`config.mk`:
```
export PLATFORM = sky130hd
export DESIGN_NAME = regfile_sb
export DESIGN_NICKNAME = d
export VERILOG_FILES = /design/src/rtl/regfile_sb.sv
export SDC_FILE = /design/constraint.sdc
export NUM_CORES = 2
export LEC_CHECK = 0
export CAP_MARGIN = 20
export CORE_ASPECT_RATIO = 0.9
export CORE_MARGIN = 1.5
export CORE_UTILIZATION = 35
export CTS_CLUSTER_DIAMETER = 40
export DETAILED_ROUTE_END_ITERATION = 10
export PLACE_DENSITY = 0.53
export SYNTH_ARGS = -nofsm -noshare
export SYNTH_HDL_FRONTEND = slang
export SYNTH_SLANG_ARGS = --single-unit
export TNS_END_PERCENT = 1
```
`constraint.sdc`:
```
create_clock -name clk -period 8.7 [get_ports clk]
set_input_delay 1.74 -clock clk [delete_from_list [all_inputs] [get_ports clk]]
set_output_delay 1.74 -clock clk [all_outputs]
set_load 0.03 [all_outputs]
```
`src/rtl/regfile_sb.sv`:
```
// regfile_sb: 32 x 32-bit register file with x0 tied to zero, a per-register busy scoreboard and a
// single-cycle two-operand read port. Write-through forwarding is enabled by defining REGFILE_BYPASS_EN.
module regfile_sb (
    input  logic        clk,
    input  logic        rst,
    input  logic        w_enable,
    input  logic [4:0]  w_dest,
    input  logic [31:0] w_data,
    input  logic        mark_enable,
    input  logic [4:0]  mark_dest,
    input  logic        flush,
    input  logic        rd_valid,
    input  logic [4:0]  rs1,
    input  logic [4:0]  rs2,
    output logic        rd_ready,
    output logic        rdata_valid,
    output logic [31:0] rdata1,
    output logic [31:0] rdata2,
    output logic [31:0] busy
);

    logic [31:0] regs [32];
    logic [31:0] busy_q;
    logic [31:0] busy_next;
    logic        valid_q;
    logic [31:0] rdata1_q;
    logic [31:0] rdata2_q;

    logic        wr_hit;
    logic        mark_hit;
    logic        src1_ok;
    logic        src2_ok;
    logic        accept;
    logic [31:0] op1;
    logic [31:0] op2;

    assign wr_hit   = w_enable && (w_dest != 5'd0);
    assign mark_hit = mark_enable && (mark_dest != 5'd0);

    // True when this cycle's writeback targets the source and may be forwarded to it.
    function automatic logic fwd_hit(input logic [4:0] idx, input logic wr, input logic [4:0] dest);
`ifdef REGFILE_BYPASS_EN
        return wr && (dest == idx);
`else
        return 1'b0 && wr && (dest == idx);
`endif
    endfunction

    function automatic logic [31:0] operand(input logic [4:0] idx, input logic fwd,
                                            input logic [31:0] stored, input logic [31:0] wdat);
        if (idx == 5'd0) begin
            return 32'd0;
        end else if (fwd) begin
            return wdat;
        end
        return stored;
    endfunction

    // NOTE: every variable in an always_comb gets a default before any condition, so no latch is inferred.
    always_comb begin
        src1_ok = !busy_q[rs1] || fwd_hit(rs1, wr_hit, w_dest);
        src2_ok = !busy_q[rs2] || fwd_hit(rs2, wr_hit, w_dest);
        op1     = operand(rs1, fwd_hit(rs1, wr_hit, w_dest), regs[rs1], w_data);
        op2     = operand(rs2, fwd_hit(rs2, wr_hit, w_dest), regs[rs2], w_data);
    end

    // Readiness looks only at busy state before this edge; marks issued now do not stall this read.
    assign rd_ready = !rst && src1_ok && src2_ok;
    assign accept   = rd_valid && rd_ready;

    // Writeback clears first so a same-register mark wins; flush overrides both.
    always_comb begin
        busy_next = busy_q;
        if (wr_hit) begin
            busy_next[w_dest] = 1'b0;
        end
        if (flush) begin
            busy_next = '0;
        end else if (mark_hit) begin
            busy_next[mark_dest] = 1'b1;
        end
        busy_next[0] = 1'b0;
    end

    // NOTE: the register array is reset explicitly because reset must return every register to zero.
    always_ff @(posedge clk) begin
        if (rst) begin
            for (int i = 0; i < 32; i++) begin
                regs[i] <= '0;
            end
            busy_q   <= '0;
            valid_q  <= 1'b0;
            rdata1_q <= '0;
            rdata2_q <= '0;
        end else begin
            // NOTE: state is updated with <= so all reads in this block see pre-edge values.
            if (wr_hit) begin
                regs[w_dest] <= w_data;
            end
            busy_q  <= busy_next;
            valid_q <= accept;
            if (accept) begin
                rdata1_q <= op1;
                rdata2_q <= op2;
            end
        end
    end

    // A response due in a reset cycle is suppressed immediately.
    assign rdata_valid = valid_q && !rst;
    assign rdata1      = rdata1_q;
    assign rdata2      = rdata2_q;
    assign busy        = busy_q;

endmodule

```
* Word-level counts from Yosys, hierarchy flattened
Memory sizes are Yosys's and may differ from the RTL's.
Cells that the tools add are included.
** Storage, ports and cells
- RAM bits :: 1024
- Bits in latches :: 0
- Memories kept :: 1
- Input bits :: 58
- Logic and storage cells :: 56
- ROM bits :: 0
- Register bits after elaboration :: 97
- Output and inout bits :: 98
** Cells by class
- Bitwise logic cells :: 3
- Order comparisons :: 6
- Add/sub/neg operators :: 0
- Mux-type cells :: 24
- Div/mod/pow operators :: 0
- Shift operators :: 0
- $mul :: 0
- Reduce and logical (&&, ||, !) cells :: 17
- Equality and inequality tests :: 0
** Memories
- regs :: depth 32, bits a word 32, rd ports 2, clocked after memory_dff 0, write ports 32, line 22 : logic [31:0] regs [32];
** Operators with widths (number)
- 32-bit 2-to-1 mux :: 7
- 32-bit bitwise AND :: 1
- 32-bit inverter :: 1
- 32-bit OR :: 1
- 32-bit OR reduction :: 1
- 5-bit by 6-bit less-than comparator with 1-bit output (second input constant) :: 4
- 1-bit 2-to-1 mux :: 12
- 1-bit binary-select mux with 5-bit select :: 2
- 1-bit demux with 5-bit select :: 2
- 5-bit by 1-bit >= comparator with 1-bit output (second input constant) :: 2
- 5-bit zero test :: 2
- 5-bit nonzero test :: 2
- 1-bit logical AND :: 8
- 5-bit 2-to-1 mux :: 1
- 1-bit zero test :: 3
- 2-bit OR reduction :: 1

* Logic depth before layout (Yosys ltp)
- Depth in word-level cells :: 9
- Mapped depth :: 11
- Gate-level depth less buffers :: 6

* Worst setup path after synthesis
Ideal clock, no wire load.
- Path kind :: input to output
- Start :: input port rs1[0]
- End :: output port rd_ready
- Buffers on the path :: 3
- Setup slack :: 3435 ps
- Stages :: 8
- Arrival time :: 3525 ps
- Data required time :: 6960 ps
- Cell sequence :: buf_6 -> buf_6 -> mux4_2 -> mux2i_1 -> nor3b_1 -> nor4_4 -> and3_1 -> buf_2
** On the way
- Word-level cells in the longest chain between the ends :: 5
** RTL lines
- start: declaration :: line 13 : input logic [4:0] rs1,
- 1-bit binary-select mux with 5-bit select :: line 61 : src1_ok = !busy_q[rs1] || fwd_hit(rs1, wr_hit, w_dest);
- 1-bit 2-to-1 mux (not written as such) :: line 61
- 1-bit zero test :: line 61
- 1-bit logical AND (2 in a row) :: line 68 : assign rd_ready = !rst && src1_ok && src2_ok;
- end: declaration :: line 15 : output logic rd_ready,
Every way passes these cells. The select of a mux whose other input is x is not followed.

* Final worst setup path
- Start :: input port rs2[0]
- End :: output port rd_ready
** On the way
- Word-level cells in the longest chain between the ends :: 4
** RTL lines
- start: declaration :: line 14 : input logic [4:0] rs2,
- 1-bit binary-select mux with 5-bit select :: line 62 : src2_ok = !busy_q[rs2] || fwd_hit(rs2, wr_hit, w_dest);
- 1-bit 2-to-1 mux (not written as such) :: line 62
- 1-bit zero test :: line 62
- 1-bit logical AND :: line 68
Every way passes these cells. The select of a mux whose other input is x is not followed.

==> metrics.md <==
| Metric | Value |
|---|---|
| Status | `complete, no violations` |
| Post-synthesis sequential element count | `1120` |
| Core area | `approximately 170000 um^2` |
| RePlAce Congestion | `slightly below 0.9` |
| DP Wirelength | `around 130000 um` |
| Largest net degree at the start of global routing | `between 100 and 150` |
| HP Class | `reg2reg` |
| Post-route ant nets | `0` |
| IO buf count | `between 150 and 200` |
| Num CTS Buffers | `166` |
| Final setup TNS | `0 ps` |
| Detailed-route via count | `between 30000 and 40000` |
| DRC Markers | `0` |
| CP Cell Sequence | `buf_8, and2_1, buf_4, a22oi_1, a31o_2, nor4_4, buf_4, and3_1, clkdlybuf4s50_1` |
| Syn. warnings | `0` |
| Seq/Total Area, Yosys | `a little under three fifths` |
| Final setup fails | `0` |
| Skew final | `approximately 33 ps` |
| Final std cells w/o fill | `~6500` |
| Commonest non-fill, non-tap cell in the layout | `edfxtp_1` |
| Crit path buf inv count | `4` |
| First-pass GRT wire length | `309000 um` |
| Pwr/cell area | `about 220 nW/um^2` |
| Cell area after synthesis | `~59000 um^2` |
| Vias in the first global route | `about 37000` |
| Die width | `436 um` |
| Fin. Hold Viols | `0` |
| Ys async rst share | `0%` |
| Worst-Skew Late Latency | `800 ps` |
| Post-CTS Setup Inserts | `0` |
| Reg clk slew, reported paths | `roughly 50 ps` |
| Grt total ovfl | `0` |
| Count of mapped cells out of synthesis | `just over 4000` |
| CTS tree | `done` |
| Final WL | `225000 um` |
| Synth-to-Final Area Change | `16.6%` |
| Fin. max-slew vios | `0` |
| Die Ht | `a little under 400 um` |
| CP Launch Type | `input port` |
| Least-Margin Pin Slew | `~1200 ps` |
| Initial core utilization | `~35%` |
| Critical Path RT | `6960 ps` |
| RSZ-0062 raised after global routing | `false` |
| Site row count | `approximately 140` |
| Crit path capture type | `output port` |
| Ranking of synthesized cells by area | `edfxtp_1 (52%), mux4_2 (19%), and2_1 (11%), mux2i_1 (4.0%), dfxtp_1 (3.3%)` |
| Final period util | `between 80% and 90%` |
| Post_cts resized | `0` |
| Mean Syn Cell Area | `~14 um^2` |
| Delay-heaviest family, CP | `buffers and inverters` |
| Yosys top cell area share | `52.1%` |
| IO Count | `~160` |
| Crit Path Class | `in2out` |
| Worst relative slew slack | `around a fifth` |
| Number of synthesized flops with an enable pin | `around 1000` |
| H-tree lvl count | `4` |
| VDD IR max | `~0.25 mV` |
| Main synth FF type | `edfxtp_1` |
| DRT Pass-1 Iters | `7` |
| Unique masters post-synth | `48` |
| Fillers | `between 15000 and 20000` |
| Share of cells above drive strength 1 | `approximately 22%` |
| Static leakage | `approximately 0.024 uW` |
| Max Cap Viol | `0` |
| Final net count | `approximately 4200` |
| Clock sinks | `1120` |
| Initial DRC Count | `a little under 5000` |
| CP max-delay cell | `clkdlybuf4s50_1` |
| Critical Path AT | `5310 ps` |
| Most frequent CP cell | `buf_4` |
| Placed cells | `a little over 6000` |
| Wire per inst | `between 30 and 40 um` |
| Synth area leader | `edfxtp_1` |
| DIE AREA | `171000 um^2` |
| Crit-path max cell delay | `around 810 ps` |
| Max Fclk | `between 0.1 and 0.15 GHz` |
| Routed vias/inst | `5.86` |
| Root Buffer | `clkbuf_16` |
| Initial antenna violation count | `40` |
| Clock Path Buffers | `3` |
| Critical-path maximum fanout | `between 60 and 70` |
| Final min period | `7050 ps` |
| CTS Hold Bufs | `0` |
| Commonest non-fill, non-tap cells in the layout | `edfxtp_1 (1024), and2_1 (1006), mux4_2 (494)` |
| Total Routing Usage GR | `between 20% and 30%` |
==> state kept, by name, summed over array words and instances (netlist names) <==
signal,flops
busy,31
rdata1,32
rdata2,32
regs,1024
valid_q,1
==> cells in the mapped netlist, types with 32 or more instances <==
master,count
edfxtp_1,1024
and2_1,1006
mux4_2,494
clkbuf_1,292
mux2i_1,234
nand2_1,173
nor2_1,105
dfxtp_1,96
a22oi_1,71
buf_2,68
nor2b_1,63
nor3_1,58
a21oi_1,43
o21ai_0,35
o21ai_1,35
buf_4,32
==> metal layers <==
layer	up-vias	share of wire, %	routed length, um	track usage [%]
met5	-	0.0098	22	0
met4	4	4.2	9370	10.9
met3	424	9.2	20700	5.62
met2	2025	47	105000	41.7
met1	20021	40	89700	34.4
li1	15666	-	-	-
==> cells by family after synthesis <==
| logic type | share of synthesized area, % |
|---|---|
| and+or+nand+nor | 14.1 |
| DFF | 55.3 |
| buffers and inverters | 3.13 |
| muxes | 23.6 |
| AOI/OAI and AO/OA | 3.81 |
| other | 0.00635 |
==> cell type report <==
cell class | count | area (um^2) | area share (%)
diodes | 20 | 50.0 | 0.0727
clock buffers | 199 | 4490 | 6.52
clock inverters | 107 | 1230 | 1.79
inverters | 7 | 27.5 | 0.0400
multi-input cells | 2581 | 25200 | 36.6
flip-flops and latches | 1120 | 32700 | 47.5
well taps | 2232 | 2790 | 4.06
repair buffers | 248 | 2390 | 3.47
==> tightest hold or removal path, cell delays in order, from the launching register on <==
cell	delay, ps
dfxtp_1	310
nand2_1	50
mux2i_1	60
==> final timing paths <==
kind | startpoint | end | slack (ps) | depth (start not counted)
setup / recovery | rs2[0] | rd_ready | 1650 | 9
hold / removal | rdata2[12] | rdata2[12] | 470 | 2
setup reg to reg | busy[1] | rdata1[20] | 5290 | 8
hold reg to reg | rdata2[12] | rdata2[12] | 470 | 2
==> report_power, final <==
part	switching, uW	total [uW]	internal (uW)
Combinational	978	1630	651
Clock	2640	6990	4350
Sequential	181	6370	6190
Total	3800	15000	11200
==> metrics by stage <==
stage | util [%] | hold slack [ps] | total power [uW] | instance area, um^2 | worst slack, ps
final | 41.2 | 468 | 15000 | 68800 | 1650
after global routing | 41.2 | 494 | 15400 | 68800 | 1510
after CTS | 41.1 | 471 | 15000 | 68700 | 1680
after detailed placement | 37.7 | 460 | 8080 | 62900 | 1680
after global placement | 37.7 | 456 | 8070 | 62900 | 1660
after floorplan | - | 586 | 7410 | 59200 | 3440
No activity file was read; power rests on OpenSTA's default activity.
